==> src/rtl/rom_fetch_unit_if.sv <==
// rtl/rom_fetch_unit_if.sv - ROM read port and decoder byte stream of the fetch unit
interface rom_fetch_unit_if;
    logic [7:0] ROM_ADDR;
    logic [7:0] ROM_DATA;
    logic       JUMP;
    logic [7:0] JUMP_ADDR;
    logic [7:0] INSTR;
    logic [7:0] INSTR_PC;
    logic       INSTR_VALID;
    logic       INSTR_READY;

    modport master (
        output ROM_ADDR,
        input  ROM_DATA,
        input  JUMP,
        input  JUMP_ADDR,
        output INSTR,
        output INSTR_PC,
        output INSTR_VALID,
        input  INSTR_READY
    );

    modport slave (
        input  ROM_ADDR,
        output ROM_DATA,
        output JUMP,
        output JUMP_ADDR,
        input  INSTR,
        input  INSTR_PC,
        input  INSTR_VALID,
        output INSTR_READY
    );
endinterface

==> src/rtl/rom_fetch_unit.sv <==
// rtl/rom_fetch_unit.sv - sequential ROM prefetch into a show-ahead FIFO with jump flush
// Optional FETCH_DISCARD_CNT_EN adds the saturating DISCARD_CNT output.
module rom_fetch_unit #(
    parameter logic [7:0] RESET_VECTOR = 8'h00,
    parameter int         FIFO_DEPTH   = 4
) (
    input  logic              CLK,
    input  logic              RESET_N,
    rom_fetch_unit_if.master  bus
`ifdef FETCH_DISCARD_CNT_EN
    ,
    output logic [15:0]       DISCARD_CNT
`endif
);
    localparam int PW = $clog2(FIFO_DEPTH);
    localparam int CW = PW + 1;
    localparam int SW = CW + 1;

    typedef enum logic {BOOT, RUN} state_t;

    state_t         r_state;
    state_t         w_state_next;
    logic [7:0]     r_rom_addr;
    logic [7:0]     r_pc;
    logic [7:0]     r_tag_d;
    logic           r_req_a;
    logic           r_req_d;
    logic [7:0]     r_mem_data [FIFO_DEPTH];
    logic [7:0]     r_mem_pc   [FIFO_DEPTH];
    logic [PW-1:0]  r_rd_ptr;
    logic [PW-1:0]  r_wr_ptr;
    logic [CW-1:0]  r_count;
    logic           w_pop;
    logic           w_push;
    logic           w_issue;
    logic [SW-1:0]  w_pending;

    assign w_pop     = (r_count != '0) && bus.INSTR_READY;
    assign w_push    = r_req_d;
    // Reads already in flight reserve a FIFO slot so capture can never overflow.
    assign w_pending = SW'(r_count) + SW'(r_req_a) + SW'(r_req_d);

    always_ff @(posedge CLK or negedge RESET_N) begin
        if (!RESET_N) begin
            r_state <= BOOT;
        end else begin
            r_state <= w_state_next;
        end
    end

    always_comb begin
        w_state_next = r_state;
        w_issue      = 1'b0;
        case (r_state)
            BOOT: begin
                w_state_next = RUN;
                w_issue      = 1'b1;
            end
            RUN: begin
                w_issue = (w_pending < (SW'(FIFO_DEPTH) + SW'(w_pop)));
            end
            default: begin
                w_state_next = RUN;
            end
        endcase
    end

    always_ff @(posedge CLK or negedge RESET_N) begin
        if (!RESET_N) begin
            r_rom_addr <= RESET_VECTOR;
            r_pc       <= RESET_VECTOR;
            r_tag_d    <= '0;
            r_req_a    <= 1'b0;
            r_req_d    <= 1'b0;
            r_rd_ptr   <= '0;
            r_wr_ptr   <= '0;
            r_count    <= '0;
            for (int i = 0; i < FIFO_DEPTH; i++) begin
                r_mem_data[i] <= '0;
                r_mem_pc[i]   <= '0;
            end
        end else if (bus.JUMP) begin
            r_rom_addr <= bus.JUMP_ADDR;
            r_pc       <= bus.JUMP_ADDR + 8'd1;
            r_req_a    <= 1'b1;
            r_req_d    <= 1'b0;
            r_rd_ptr   <= '0;
            r_wr_ptr   <= '0;
            r_count    <= '0;
        end else begin
            r_req_d <= r_req_a;
            r_tag_d <= r_rom_addr;
            if (w_issue) begin
                r_rom_addr <= r_pc;
                r_pc       <= r_pc + 8'd1;
                r_req_a    <= 1'b1;
            end else begin
                r_req_a    <= 1'b0;
            end
            if (w_push) begin
                r_mem_data[r_wr_ptr] <= bus.ROM_DATA;
                r_mem_pc[r_wr_ptr]   <= r_tag_d;
                r_wr_ptr             <= r_wr_ptr + PW'(1);
            end
            if (w_pop) begin
                r_rd_ptr <= r_rd_ptr + PW'(1);
            end
            case ({w_push, w_pop})
                2'b10:   r_count <= r_count + CW'(1);
                2'b01:   r_count <= r_count - CW'(1);
                default: r_count <= r_count;
            endcase
        end
    end

`ifdef FETCH_DISCARD_CNT_EN
    logic [15:0] r_discard;
    logic [16:0] w_disc_sum;

    assign w_disc_sum = {1'b0, r_discard} + 17'(r_count) + 17'(r_req_a) + 17'(r_req_d);

    always_ff @(posedge CLK or negedge RESET_N) begin
        if (!RESET_N) begin
            r_discard <= '0;
        end else if (bus.JUMP) begin
            r_discard <= w_disc_sum[16] ? 16'hFFFF : w_disc_sum[15:0];
        end
    end

    assign DISCARD_CNT = r_discard;
`endif

    assign bus.ROM_ADDR    = r_rom_addr;
    assign bus.INSTR       = r_mem_data[r_rd_ptr];
    assign bus.INSTR_PC    = r_mem_pc[r_rd_ptr];
    assign bus.INSTR_VALID = (r_count != '0);
endmodule
==> src/flat_wrapper.sv <==
// flat-port wrapper written by rule: the top's interface ports become plain ports
module rom_fetch_unit_flat 
#(
    parameter logic [7:0] RESET_VECTOR = 8'h00,
    parameter int         FIFO_DEPTH   = 4
)
  (CLK, RESET_N, bus_ROM_ADDR, bus_ROM_DATA, bus_JUMP, bus_JUMP_ADDR, bus_INSTR, bus_INSTR_PC, bus_INSTR_VALID, bus_INSTR_READY);
  rom_fetch_unit_if bus_i ();
  input  logic CLK;
  input  logic RESET_N;
  output wire logic [$bits(bus_i.ROM_ADDR)-1:0] bus_ROM_ADDR;
  input wire logic [$bits(bus_i.ROM_DATA)-1:0] bus_ROM_DATA;
  input wire logic [$bits(bus_i.JUMP)-1:0] bus_JUMP;
  input wire logic [$bits(bus_i.JUMP_ADDR)-1:0] bus_JUMP_ADDR;
  output wire logic [$bits(bus_i.INSTR)-1:0] bus_INSTR;
  output wire logic [$bits(bus_i.INSTR_PC)-1:0] bus_INSTR_PC;
  output wire logic [$bits(bus_i.INSTR_VALID)-1:0] bus_INSTR_VALID;
  input wire logic [$bits(bus_i.INSTR_READY)-1:0] bus_INSTR_READY;
  assign bus_ROM_ADDR = bus_i.ROM_ADDR;
  assign bus_i.ROM_DATA = bus_ROM_DATA;
  assign bus_i.JUMP = bus_JUMP;
  assign bus_i.JUMP_ADDR = bus_JUMP_ADDR;
  assign bus_INSTR = bus_i.INSTR;
  assign bus_INSTR_PC = bus_i.INSTR_PC;
  assign bus_INSTR_VALID = bus_i.INSTR_VALID;
  assign bus_i.INSTR_READY = bus_INSTR_READY;
  rom_fetch_unit #(.RESET_VECTOR(RESET_VECTOR), .FIFO_DEPTH(FIFO_DEPTH)) u_core (.CLK(CLK), .RESET_N(RESET_N), .bus(bus_i));
endmodule
==> config.mk <==
export PLATFORM = sky130hd
export DESIGN_NAME = rom_fetch_unit_flat
export DESIGN_NICKNAME = d
export VERILOG_FILES = /design/src/rtl/rom_fetch_unit_if.sv /design/src/rtl/rom_fetch_unit.sv /design/src/flat_wrapper.sv
export SDC_FILE = /design/constraint.sdc
export NUM_CORES = 1
export LEC_CHECK = 0
export CAP_MARGIN = 0
export CORE_ASPECT_RATIO = 0.9
export CORE_UTILIZATION = 54
export CTS_BUF_LIST = sky130_fd_sc_hd__clkbuf_2 sky130_fd_sc_hd__clkbuf_4 sky130_fd_sc_hd__clkbuf_8
export CTS_CLUSTER_DIAMETER = 80
export DETAILED_ROUTE_END_ITERATION = 8
export HOLD_SLACK_MARGIN = 0.15
export PLACE_DENSITY = 0.85
export SYNTH_ARGS = -nofsm -noshare
export SYNTH_HDL_FRONTEND = slang
export SYNTH_SLANG_ARGS = --single-unit
==> constraint.sdc <==
create_clock -name CLK -period 4.01 [get_ports CLK]
set_clock_uncertainty 0.2 [all_clocks]
set_input_delay 0.802 -clock CLK [delete_from_list [all_inputs] [get_ports CLK]]
set_output_delay 0.802 -clock CLK [all_outputs]
set_load 0.02 [all_outputs]
=== Word level (Yosys, flattened, before mapping) ===
Cells that the tools add are included.

* Register bits: 98
* Input port bits: 20
* Output and inout port bits: 25

* Add/sub/neg operators: 9
* Bitwise gates (word level): 4
* Multiplexer cells: 24
* Equal/unequal tests: 2
* Reductions and logical operators: 8
* Order comparisons: 4

{| class="wikitable"
|+ Operators by type and width
! kind !! number
|-
| 8-bit two-way mux || 9
|-
| 32-bit bitwise mux || 2
|-
| 8-bit binary-select mux with 2-bit select || 2
|-
| 8-bit by 1-bit adder with 8-bit output, second input constant || 2
|-
| 8-bit demux with 2-bit select || 1
|-
| 2-bit two-way mux || 4
|-
| 3-bit greater-or-equal comparator, second input constant || 2
|-
| 2-bit inverter with 3-bit output || 2
|-
| 3-bit case mux with 2 select lines || 1
|-
| 2-bit nonzero test || 3
|-
| 3-bit nonzero test || 2
|-
| 2-bit by 1-bit adder with 2-bit output, second input constant || 2
|-
| 3-bit by 1-bit adder with 4-bit output || 1
|-
| 3-bit by 1-bit adder with 4-bit output, first input constant || 1
|-
| 4-bit by 1-bit adder with 4-bit output || 1
|-
| 4-bit < comparator || 1
|-
| 3-bit by 1-bit adder with 3-bit output, second input constant || 1
|-
| 3-bit by 1-bit < comparator with 1-bit output, second input constant || 1
|-
| 1-bit two-way mux || 3
|-
| 3-bit two-way mux || 1
|-
| 3-bit by 1-bit subtractor with 3-bit output, second input constant || 1
|-
| 2-bit by 1-bit == test with 1-bit output, second input constant || 1
|-
| 2-bit == test, second input constant || 1
|-
| 1-bit logical AND || 2
|-
| other kinds (3) || 4
|}

=== Longest topological paths before layout ===
Gate-level depths: netlist (run 1).

* Depth in word-level cells: 7
* Gate-level depth with buffers: 12
* Mapped depth without buffers: 10

=== Least setup slack after synthesis (run 1) ===
No wires, ideal clock.

* Path type: register to register
* From: register u_core.r_req_d
* To: register u_core.r_rom_addr[1] (netlist: u_core.bus.ROM_ADDR[1])
* Stages on the path, launching flop included: 12
* Arrival: 2.202 ns
* Data required time: 3.682 ns
* Period minus slack after synthesis: 2.530 ns
* Path slack: 1.480 ns
* Buffers on the path: 2
* Cells stage by stage: dfrtp_1 > buf_2 > inv_1 > fa_1 > inv_1 > ha_1 > nand3b_1 > o21ai_0 > a31oi_1 > buf_2 > inv_2 > mux2_1

* Word-level cells in the longest chain between the ends: 4

{| class="wikitable"
|+ RTL lines
! what !! line !! source
|-
| start, declared || rom_fetch_unit.sv:27 || <nowiki>logic r_req_d;</nowiki>
|-
| start signal, assigned || rom_fetch_unit.sv:91 || <nowiki>r_req_d <= r_req_a;</nowiki>
|-
| 4-bit by 1-bit adder with 4-bit output || rom_fetch_unit.sv:41 || <nowiki>assign w_pending = SW'(r_count) + SW'(r_req_a) + SW'(r_req_d);</nowiki>
|-
| 4-bit < comparator || rom_fetch_unit.sv:60 || <nowiki>w_issue = (w_pending < (SW'(FIFO_DEPTH) + SW'(w_pop)));</nowiki>
|-
| 1-bit case mux with 2 select lines || rom_fetch_unit.sv:54 || <nowiki>case (r_state)</nowiki>
|-
| 2-bit nonzero test (no line) || n/a ||
|-
| end signal, assigned || rom_fetch_unit.sv:83 || <nowiki>r_rom_addr <= bus.JUMP_ADDR;</nowiki>
|-
| end signal, assigned || rom_fetch_unit.sv:94 || <nowiki>r_rom_addr <= r_pc;</nowiki>
|-
| end, declared || rom_fetch_unit.sv:23 || <nowiki>logic [7:0] r_rom_addr;</nowiki>
|}

Every way passes these cells.
A chain may end at the register's enable or synchronous reset.

=== Worst setup path after layout (run 1) ===
* From: register u_core.r_rd_ptr[0]
* To: output bus_INSTR[7]

* Word-level cells in the longest chain between the ends: 4

{| class="wikitable"
|+ RTL lines
! what !! line !! source
|-
| start, declared || rom_fetch_unit.sv:30 || <nowiki>logic [PW-1:0] r_rd_ptr;</nowiki>
|-
| start signal, assigned || rom_fetch_unit.sv:106 || <nowiki>r_rd_ptr <= r_rd_ptr + PW'(1);</nowiki>
|-
| 2-bit inverter with 3-bit output (implied by the code) || rom_fetch_unit.sv:134 || <nowiki>assign bus.INSTR = r_mem_data[r_rd_ptr];</nowiki>
|-
| 8-bit binary-select mux with 2-bit select || rom_fetch_unit.sv:134 ||
|-
| 8-bit two-way mux (implied by the code) (2 in a row) || rom_fetch_unit.sv:134 ||
|-
| end, declared || flat_wrapper.sv:15 || <nowiki>output wire logic [$bits(bus_i.INSTR)-1:0] bus_INSTR;</nowiki>
|}

Every way passes these cells. The select of a mux whose other input is x is not followed.

==> flow_summary.toml, run 1 <==
[run_status]
outcome = "completed"

[global_route]
track_usage = 0.213
grt_pass1_wl_um = 14300
grt_max_degree = 53
grt_pass1_vias = 2873
gr-total-overflow = 0
antenna_found_initial = 0

[drt]
via_per_inst = 5.79
drt_iter0_drc = 136
firstDrtPassIters = 4
drtAntennaViolNets = 0
drcViolationCount = 0
num_vias = 2709
routedWlPerCell_um = 17.8
wl_um = 8350

[yosys]
yosys.area_share.simple = 0.0602
yosys_register_bits = 98
yosysMostFrequentCell = "dfrtp_1"
synth_area_leader_cell = "dfrtp_1"
synth-compound-area-share = 0.0437
synth.net_count = 346
ys_warn_count = 0
syn_area_per_cell_um2 = 14.3
synth.area.mux_share = 0.287
synth-async-reset-ratio = 1.00
synth_area_leaders = "dfrtp_1 54%, mux2_2 19%, mux4_2 7.9%"
synthXorXnorAreaFrac = 0.0192
yosys.cell_types.count = 45
synthTopCellsByCount = "98 x dfrtp_1, 75 x mux2_2, 16 x mux4_2"
synth_top_family_by_area = "multiplexers"
synth_edf_count = 0
synthAdderAreaFrac = 0.0253
synth_cells = 318
syn_area_um2 = 4550
synth_ff_type = "dfrtp_1"
seq_area_frac_synth = 0.539
synth_top_area_frac = 0.539

[clock_tree]
cts_made_buffers = 9
clk_pin_slew_ps = 90
post_cts_buffers = 0
clock-sinks = 98
clk_path_buf_depth = 2
htree_levels = 3
cts_tree = "built"
clk_latency_ps = 360
hold_buffers = 0
cts_root_buffer = "clkbuf_8"
cts_resized = 0

[cells_and_area]
diodes = 0
utilization = 0.652
syn2layout_area_growth_pct = 16.2
fin_cells = 468
fillers = 595
finalNetCount = 393
drive_above_1_share = 0.341

[place]
portBuffers = 44
pre_cts_ws_ps = 890
dp_cells = 453
gp_congestion = 0.845
place_hpwl_um = 5760

[sta]
maxSlewHeadroom = 0.451
clock.fmax_mhz = 294
period_needed_ps = 3410
rsz0062_at_grt = "no"
timing.final.ws_setup_ps = 604
whs_ps = 259
worstMarginPinSlew_ps = 823
period_share = 0.849
setup_tns_ps = 0
final-max-slew-violation-count = 0
hold_viol_final = 0
setup_viol = 0

[floorplan]
fp.dieW_um = 98.8
boundaryPins = 45
initial_core_util = 0.561
fp.dieH_um = 89.1
dieArea_um2 = 8800
coreArea_um2 = 8110
fp-row-count = 31

[critical_path]
worstPathRequired_ps = 3010
reg2reg_depth = 10
r2r_slack_ps = 1120
r2r-end = "u_core.r_pc[7]"
crit_type = "reg2out"
r2r-start = "u_core.r_req_d"
worst_setup_path_start_kind = "flop"
cp_slowest_cell = "dfrtp_1"
cp_max_fo = 10
arrival_ps = 2400
end_kind = "output port"
slowest_delay_ps = 690
crit_path_cell_trace = "buf_4 > mux4_2 > clkdlybuf4s50_1"

[pwr]
ir_drop_mv = 0.378
power_switching_mw = 1.26
cellLeakagePower_nw = 2.28
seq_power_share = 0.439
p_int_mw = 2.58
switching_share = 0.328
p_clk_frac = 0.169
powerDensity_nw_per_um2 = 726
combPwrFrac = 0.392

[min_path]
hold_path_class = "in2async"

[run]
drv_cap = 0
## worst max-delay path by stage
stage | start | to | slack (ps) | cells past startpoint
final | u_core.r_rd_ptr[0] | bus_INSTR[7] | 600 | 3
after global routing | u_core.r_rd_ptr[0] | bus_INSTR[7] | 450 | 3
after CTS | u_core.r_rd_ptr[0] | bus_INSTR[7] | 540 | 3
after detailed placement | bus_JUMP | u_core.r_pc[4] | 890 | 8
after global placement | bus_JUMP | u_core.r_pc[4] | 980 | 8
after floorplan | u_core.r_req_d | u_core.bus.ROM_ADDR[1] | 1480 | 11
## worst max-delay path, delay by kind of cell, from the launching register on
family,cells,cell delay [ps]
buf+inv,2,840
mux,1,520
flops,1,690
## placed cells by master, fill, tap and decap left out, drive strengths merged, types with 2 or more instances in the layout
cell           Yosys  routed
ha                 6       6
clkdlybuf4s50      0      43
dfrtp             98      98
clkinv             0       2
buf               13       8
o22a               2       2
nand3b             3       3
a21oi              4       4
nand3              7       7
inv                9       9
nor2b              3       3
mux4              16      16
xor2               5       5
fa                 2       2
clkbuf             2      11
nand4              2       2
a22oi              2       2
nor2              15      15
a31oi              2       2
mux2              81      81
nand2             12      12
xnor2              5       5
a21boi             2       2
mux2i              3       3
or3                2       2
o21ai              9       9
## registers in the layout, summed over array words and instances (netlist names), 2 cells and up
name,count
u_core.r_count,3
u_core.r_mem_pc,32
u_core.r_tag_d,8
u_core.r_pc,8
u_core.bus.ROM_ADDR,8
u_core.r_mem_data,32
u_core.r_wr_ptr,2
u_core.r_rd_ptr,2
## cell type report
cell class / count / area [um2] / area share
clock buffer: 11 / 151 / 0.0286
clock inverter: 4 / 51.3 / 0.00970
inverter: 9 / 33.8 / 0.00639
multi-input combinational: 196 / 1990 / 0.375
sequential: 98 / 2450 / 0.464
tap: 99 / 124 / 0.0234
timing repair buffer: 51 / 490 / 0.0927
## routing by layer
| metal | vias to the layer above | global-route usage | wire length [um] |
|---|---|---|---|
| met4 | 0 | 0.0393 | 40 |
| met1 | 1396 | 0.287 | 3900 |
| met3 | 5 | 0.0524 | 329 |
| met5 | - | 0 | 0 |
| li1 | 1243 | - | - |
| met2 | 65 | 0.362 | 4080 |
## through the flow
| stage | power (mW) | instance area, um2 |
|---|---|---|
| 2_1_floorplan | 2.63 | 4550 |
| 3_3_place_gp | 3.14 | 5090 |
| 3_5_place_dp | 3.22 | 5090 |
| 4_1_cts | 3.88 | 5290 |
| 5_1_grt | 4.08 | 5290 |
| 6_report | 3.84 | 5290 |
## power by group through the flow
stage / clock network (mW) / logic, mW / registers [mW]
floorplan: 0 / 1.03 / 1.60
global placement: 0 / 1.47 / 1.67
detailed placement: 0 / 1.52 / 1.70
CTS: 0.664 / 1.52 / 1.69
global route: 0.697 / 1.64 / 1.74
finish: 0.648 / 1.51 / 1.69
## kinds of logic (layout without fill, tap and decap cells)
family / Yosys count / after routing
AOI/OAI and AO/OA: 29 / 29
xor gates and xnor gates: 10 / 10
adders and majority gates: 8 / 8
buffers and inverters: 24 / 75
DFF: 98 / 98
muxes: 100 / 100
other: 1 / 1
and+or+nand+nor: 48 / 48
Power figures use the tool's default switching activity.
==> run 2: changes to the inputs <==
- CORE_UTILIZATION: 54 -> 53
- PLACE_DENSITY: 0.85 -> 0.87
- clock period: 4.01 -> 2.7 ns (I/O delays scaled with it)
==> flow_summary.toml, run 2 (synthesis results as in run 1) <==
[run_status]
outcome = "completed"

[min_path]
hold_path_class = "reg2reg"
min_from = "u_core.r_req_a"
hold_path_end = "u_core.r_req_d"
hold_depth = 2

[pwr]
cellLeakagePower_nw = 2.42
ir_drop_mv = 0.664
powerDensity_nw_per_um2 = 1040

[place]
gp_congestion = 0.853
pre_cts_ws_ps = 60.1
place_hpwl_um = 6260
portBuffers = 44
placed_area_um2 = 5300

[sta]
period_share = 0.948
whs_ps = 295
rsz0062_at_grt = "no"
setup_tns_ps = 0
timing.final.ws_setup_ps = 141
final-max-slew-violation-count = 0
clock.fmax_mhz = 391
hold_viol_final = 0
period_needed_ps = 2560
setup_viol = 0

[global_route]
antenna_found_initial = 0
grt_max_degree = 59
grt_pass1_wl_um = 15100
track_usage = 0.220
grt_pass1_vias = 3114
gr-total-overflow = 0

[critical_path]
crit_path_cell_trace = "buf_12 > mux4_2 > dlygate4sd2_1"
r2r_slack_ps = 170
crit_type = "reg2out"
end_kind = "output port"
cp_slowest_cell = "mux4_2"
worstPathRequired_ps = 1960
r2r-end = "u_core.r_pc[7]"
worst_setup_path_start_kind = "flop"
arrival_ps = 1820
r2r-start = "u_core.r_count[0]"
cp_max_fo = 12
slowest_delay_ps = 530
reg2reg_depth = 9

[cells_and_area]
finalNetCount = 410
diodes = 0
finish.instance_area_um2 = 5520
utilization = 0.675
reg.largest.list = "u_core.r_mem_data x32, u_core.r_mem_pc x32"
final_common_cell = "dfrtp_1"
fillers = 607
layout_common_cells = "97 x dfrtp_1, 75 x mux2_2, 27 x clkdlybuf4s50_1"
drive_above_1_share = 0.373
syn2layout_area_growth_pct = 21.3

[clock_tree]
cts_tree = "built"
htree_levels = 3
clock-sinks = 98
clk_latency_ps = 350
cts_made_buffers = 9
clk_path_buf_depth = 2
clk_pin_slew_ps = 90
cts_root_buffer = "clkbuf_8"

[drt]
via_per_inst = 5.55
wl_um = 8770
drt_iter0_drc = 125
firstDrtPassIters = 4
num_vias = 2780
drcViolationCount = 0
routedWlPerCell_um = 17.5
drtAntennaViolNets = 0

[floorplan]
dieArea_um2 = 8960
fp.dieW_um = 99.7
coreArea_um2 = 8180
initial_core_util = 0.556
boundaryPins = 45
fp-row-count = 31
fp.dieH_um = 89.9

[run]
drv_cap = 0
## run 2: cell types whose count changed in the layout (fill, tap and decap cells not counted), sizes merged
cell	change
buf	+16
dlygate4sd2	+16
bufinv	+1
clkinv	-1
dlygate4sd3	+1
clkdlybuf4s50	-16
## run 2: area by class of cell
type / instances / area [um2] / share of cell area
multi-input cells: 196 / 1990 / 0.361
inverters: 9 / 33.8 / 0.00612
well taps: 115 / 144 / 0.0261
clock buffers: 11 / 145 / 0.0263
flip-flops and latches: 98 / 2450 / 0.444
repair buffers: 68 / 676 / 0.122
clock inverters: 4 / 76.3 / 0.0138
## run 2: repair_timing
action,in CTS,in global routing
hold buffers,1,0
resized for setup,17,2
buffers inserted,0,0
endpoints found under the setup margin,16,2
hold endpoints to repair,26,0
## run 2: worst max-delay path by stage
| stage | from | endpoint | slack [ps] |
|---|---|---|---|
| floorplan | u_core.r_req_d | u_core.bus.ROM_ADDR[1] | 170 |
| CTS | u_core.r_rd_ptr[0] | bus_INSTR_PC[7] | 110 |
| finish | u_core.r_rd_ptr[0] | bus_INSTR_PC[0] | 140 |
| global placement | bus_JUMP | u_core.r_pc[7] | 160 |
| detailed placement | bus_JUMP | u_core.r_pc[7] | 60 |
| global route | u_core.r_req_d | u_core.r_pc[7] | 2 |
## run 2: power by group
group          total (mW)  switching [mW]  leakage [nW]  internal, mW
clock network        1.04           0.489         0.109         0.555
registers            2.46           0.403          1.20          2.06
logic                2.24            1.00          1.11          1.24
total                5.75            1.90          2.42          3.85
## run 2: layer usage
metal,global-route usage,routed length (um)
met1,0.284,3830
met2,0.375,4590
met3,0.0451,255
met4,0.0613,91
met5,0,0
## run 2: worst max-delay path: cells and delay by family, from the launching register on
| family | cells | cell delay, ps |
|---|---|---|
| mux | 1 | 530 |
| flops | 1 | 410 |
| buf+inv | 2 | 520 |
## run 2: metrics by stage
stage          cells  power, mW
3_3_place_gp     485       4.75
3_5_place_dp     485       4.89
4_1_cts          501       5.80
5_1_grt          501       6.07
6_report         501       5.75
2_1_floorplan    318       3.91
==> run 3: changes to the inputs <==
- CORE_MARGIN: default -> 2
- clock period: 2.7 -> 2.21 ns (I/O delays scaled with it)
==> flow_summary.toml, run 3 (synthesis results as in run 1) <==
[sta]
final-max-slew-violation-count = 0
worstMarginPinSlew_ps = 516
setup_tns_ps = -5610
period_share = 1.16
timing.final.ws_setup_ps = -345
clock.fmax_mhz = 391
setup_viol = 34
period_needed_ps = 2550
maxSlewHeadroom = 0.656
rsz0062_at_grt = "yes"
hold_viol_final = 0

[global_route]
grt_max_degree = 99
antenna_found_initial = 0
grt-busiest-layer = "met2"
grt_pass1_vias = 3124
grtUsageMet3 = 0.0465
grt_pass1_wl_um = 15900
grt_util_met1 = 0.295
track_usage = 0.224
grt_use_met2 = 0.366
gr-total-overflow = 0

[floorplan]
fp.dieH_um = 91.9
initial_core_util = 0.539
fp.dieW_um = 102
coreArea_um2 = 8450
boundaryPins = 45
dieArea_um2 = 9340
fp-row-count = 32

[cells_and_area]
syn2layout_area_growth_pct = 30.4
finalNetCount = 437
diodes = 0
final_common_cell = "dfrtp_1"
fillers = 556
reg.largest.list = "u_core.r_mem_data x32, u_core.r_mem_pc x32"
drive_above_1_share = 0.514
layout_common_cells = "97 x dfrtp_1, 75 x mux2_2, 37 x buf_4"

[pwr]
switching_share = 0.347
combPwrFrac = 0.454
cellLeakagePower_nw = 2.63
p_int_mw = 4.97
power_switching_mw = 2.64
ir_drop_mv = 0.691
seq_power_share = 0.397
powerDensity_nw_per_um2 = 1280
p_clk_frac = 0.149

[critical_path]
arrival_ps = 2610
cp_max_fo = 8
worstPathRequired_ps = 2260
worst_setup_path_start_kind = "flop"
end_kind = "flop"
crit_type = "reg2reg"

[place]
place_hpwl_um = 6320
gp_congestion = 0.898
portBuffers = 44
pre_cts_ws_ps = -394

[clock_tree]
clock-sinks = 98
clk_latency_ps = 370
htree_levels = 3
clk_pin_slew_ps = 100
clk_path_buf_depth = 2
cts_root_buffer = "clkbuf_8"
cts_made_buffers = 9
cts_tree = "built"

[run]
drv_cap = 0

[drt]
firstDrtPassIters = 4
drt_iter0_drc = 151
wl_um = 9850
routedWlPerCell_um = 18.5
via_per_inst = 5.55
drcViolationCount = 0
drtAntennaViolNets = 0
num_vias = 2956

[run_status]
violations = "setup timing"
outcome = "complete, but fails checks"

[min_path]
hold_path_class = "reg2reg"
[run 3: cell types whose count changed in the layout (fill, tap and decap cells not counted), sizes merged]
cell,previous run,this run
dlygate4sd2,16,0
clkinvlp,1,0
clkinv,1,3
buf,24,67
clkdlybuf4s50,27,26
bufinv,2,0
inv,9,12
[run 3: layer usage]
metal	vias up	part of all wire
li1	1333	-
met1	1511	0.42
met2	92	0.51
met3	20	0.044
met4	0	0.023
met5	-	0
[run 3: layout make-up]
class	count	area, um2	area share
repair buffers	95	987	0.166
flip-flops and latches	98	2450	0.413
well taps	119	149	0.0251
clock buffers	10	138	0.0232
multi-input cells	196	2100	0.354
inverters	9	48.8	0.00822
clock inverters	6	57.6	0.00970
[run 3: path summary, 6_finish.rpt]
kind,start,end,slack [ps],depth (start not counted)
worst min-delay path,u_core.r_mem_pc[12],u_core.r_mem_pc[12],310,1
worst max-delay path,u_core.r_req_a,u_core.bus.ROM_ADDR[4],-340,10
worst max register to register,u_core.r_req_a,u_core.bus.ROM_ADDR[4],-340,10
worst min register to register,u_core.r_mem_pc[12],u_core.r_mem_pc[12],310,1
max in group asynchronous,RESET_N,u_core.r_tag_d[4],960,3
min in group asynchronous,RESET_N,u_core.r_mem_data[9],440,3
[run 3: power by group through the flow]
stage / Sequential (mW) / Clock [mW] / Combinational [mW]
floorplan: 2.91 / 0 / 1.92
global placement: 2.94 / 0 / 3.02
detailed placement: 3.02 / 0 / 3.13
CTS: 2.99 / 1.16 / 3.40
global route: 3.11 / 1.23 / 3.68
finish: 3.02 / 1.14 / 3.46
[run 3: stage by stage]
stage,cell area (um2),total power [mW],hold slack [ps],cells,utilization
2_1_floorplan,4590,4.83,-53.6,318,-
6_report,5940,7.62,306,533,0.703
4_1_cts,5860,7.55,308,532,0.693
5_1_grt,5940,8.02,313,533,0.703
3_5_place_dp,5500,6.15,287,507,0.650
3_3_place_gp,5500,5.97,271,507,0.650
[run 3: worst max-delay path, stage by stage (launching register included)]
cell	delay, ps
dfrtp_1	370
inv_2	50
fa_2	380
inv_2	90
ha_4	200
nand3b_1	210
o21ai_2	270
a31oi_4	150
buf_6	160
clkinv_8	70
mux2_4	290
[run 3: what timing repair did]
item / CTS / global route
hold endpoints to repair: 98 / 0
endpoints found under the setup margin: 35 / 34
cloned: 1 / 1
setup buffers: 7 / 2
hold buffers: 1 / 0
pin swaps: 5 / 9
gates resized for setup: 114 / 24
==> RTL edit (flow settings as in run 2) <==
`FIFO_DEPTH` is set to 4 in 2 places; all go to 2.
--- a/src/rtl/rom_fetch_unit.sv
+++ b/src/rtl/rom_fetch_unit.sv
@@ -2,7 +2,7 @@
 // Optional FETCH_DISCARD_CNT_EN adds the saturating DISCARD_CNT output.
 module rom_fetch_unit #(
     parameter logic [7:0] RESET_VECTOR = 8'h00,
-    parameter int         FIFO_DEPTH   = 4
+    parameter int         FIFO_DEPTH   = 2
 ) (
     input  logic              CLK,
     input  logic              RESET_N,
--- a/src/flat_wrapper.sv
+++ b/src/flat_wrapper.sv
@@ -2,7 +2,7 @@
 module rom_fetch_unit_flat 
 #(
     parameter logic [7:0] RESET_VECTOR = 8'h00,
-    parameter int         FIFO_DEPTH   = 4
+    parameter int         FIFO_DEPTH   = 2
 )
   (CLK, RESET_N, bus_ROM_ADDR, bus_ROM_DATA, bus_JUMP, bus_JUMP_ADDR, bus_INSTR, bus_INSTR_PC, bus_INSTR_VALID, bus_INSTR_READY);
   rom_fetch_unit_if bus_i ();
Formal check against the unedited RTL: not equivalent (a bounded check fails within 4 cycles, from zero or initial values and one cycle with RESET_N low).
==> RTL edit against run 2 <==
Die area decreased by 32%. Global-route usage decreased by 0.70 points. Non-clock buffer count decreased by 15. Power decreased by 39%. Routed wire length decreased by 37%. Final area decreased by 31%. Sequential cell count decreased by 35. Area after synthesis decreased by 33%. Worst hold slack improved by 3.0 ps. Setup slack got worse by 61 ps. Via count decreased by 32%.
==> RTL edit: results (changes against run 2) <==
cell family with most CP delay buffers and inverters; quantity of gates resized following cts 0 (-17); vias in the first global route 2039 (-35%); first-pass GRT wire length 9400 um (-38%); Seq/Total Area, Yosys 51.4% (-2.4 points); Post-synth top cells dfrtp_1, mux2_2, nand2_1, nor2_1, mux2i_1; # fillers 385 (-37%); Arr. time, crit path 1880 ps (+60 ps); pre-CTS WS 231 ps (+171 ps); Synth cell types 36 (-20%); buffer depth of the longest clock path 2 (unchanged); Root Buffer clkbuf_8; CTS Buf Count 9 (unchanged); Post-layout nets 304 (-26%); Min-Delay Startpoint u_core.r_req_a; Synth async-reset ratio 100% (unchanged); ranking of synthesized cells by area dfrtp_1, mux2_2, mux2_4; Yosys reg bits 63 (-36%); final period utilization 97.0% (+2.3 points); Reg2Reg Launch Point u_core.r_count[0]; Largest regs u_core.r_mem_data x16, u_core.r_mem_pc x16; share of cells above drive strength 1 33.6% (-3.7 points); Worst Hold Class reg2reg; clock-pin slew on the worst setup and hold paths 60 ps (-30 ps); crit path max fanout 16 (+4); gr usage total 21.3% (-0.70 points); # setup viols final 0 (unchanged); CP max stage delay 560 ps (+30 ps); Initial DRC Count 64 (-49%); P_sw 1030 uW (-46%); H-Tree Depth 3 (unchanged); Syn Nets 250 (-28%); largest net degree at the start of global routing 24 (-59%); RD Place Congestion 0.829 (-2.8%); DP Area 3570 sq um (-33%); via count 1882 (-32%); count leader, synth dfrtp_1; status finished clean; IO Port Bufs 44 (unchanged); slowest stage cell on the critical path clkdlybuf4s50_1; CP Launch Point u_core.r_rd_ptr; DP Wirelength 3860 um (-38%); routed wire length 5530 um (-37%); Leakage 0.00167 uW (-31%); yosys warns 0 (unchanged); Clock Latency Late Sink 340 ps; worst vdd ir 0.561 mV (-16%)
RTL edit: cell type report:
cell class	count	area, sq um	share of cell area [%]
clock inverter	6	108	2.82
sequential	63	1580	41.3
tap	67	83.8	2.19
multi-input combinational	149	1380	36.1
timing repair buffer	53	518	13.6
clock buffer	10	138	3.60
inverter	5	18.8	0.491
RTL edit: power by group through the flow:
stage	registers, uW	clock network (uW)	logic, uW
after global routing	1490	1060	1170
final	1450	992	1080
after CTS	1460	1010	1100
after global placement	1440	0	1050
after floorplan	1430	0	690
after detailed placement	1470	0	1090
RTL edit: final timing paths:
check	endpoint	slack, ps	depth (start not counted)
hold / removal	u_core.r_req_d	300	2
max in group asynchronous	u_core.r_count[0]	1150	3
setup reg to reg	u_core.bus.ROM_ADDR[3]	270	9
setup / recovery	bus_INSTR_PC[7]	80	3
min in group asynchronous	u_core.r_mem_data[14]	480	2
hold reg to reg	u_core.r_req_d	300	2
RTL edit: cell families (layout without fill, tap and decap cells):
logic type / Yosys count / in the layout / synth area share, %
muxes: 70 / 70 / 26.5
DFF: 63 / 63 / 51.4
and+or+nand+nor: 45 / 45 / 8.62
AOI/OAI and AO/OA: 15 / 15 / 4.00
xor gates and xnor gates: 15 / 15 / 4.29
buffers and inverters: 15 / 74 / 3.55
adders and majority gates: 3 / 3 / 1.47
other: 1 / 1 / 0.122
RTL edit: per-stage QoR:
stage / instances / util (%)
floorplan: 227 / -
global placement: 336 / 65.9
detailed placement: 336 / 65.9
CTS: 353 / 70.6
global route: 353 / 70.6
finish: 353 / 70.6
RTL edit: routing by layer:
metal	track usage, %	vias up	wire, um
li1	-	897	-
met1	24.5	934	2430
met2	37.0	44	2770
met3	8.47	7	281
met4	5.26	0	51
met5	0	-	0
RTL edit: tightest hold or removal path: cells and delay by family, from the launching register on:
kind,cells,cell delay [ps]
AND/OR/NAND/NOR,1,80
flip-flops,1,320
buffers and inverters,1,60
RTL edit: timing repair:
action,CTS,global route
hold buffers,1,0
endpoints found under the setup margin,0,0
endpoints found under the hold margin,19,0
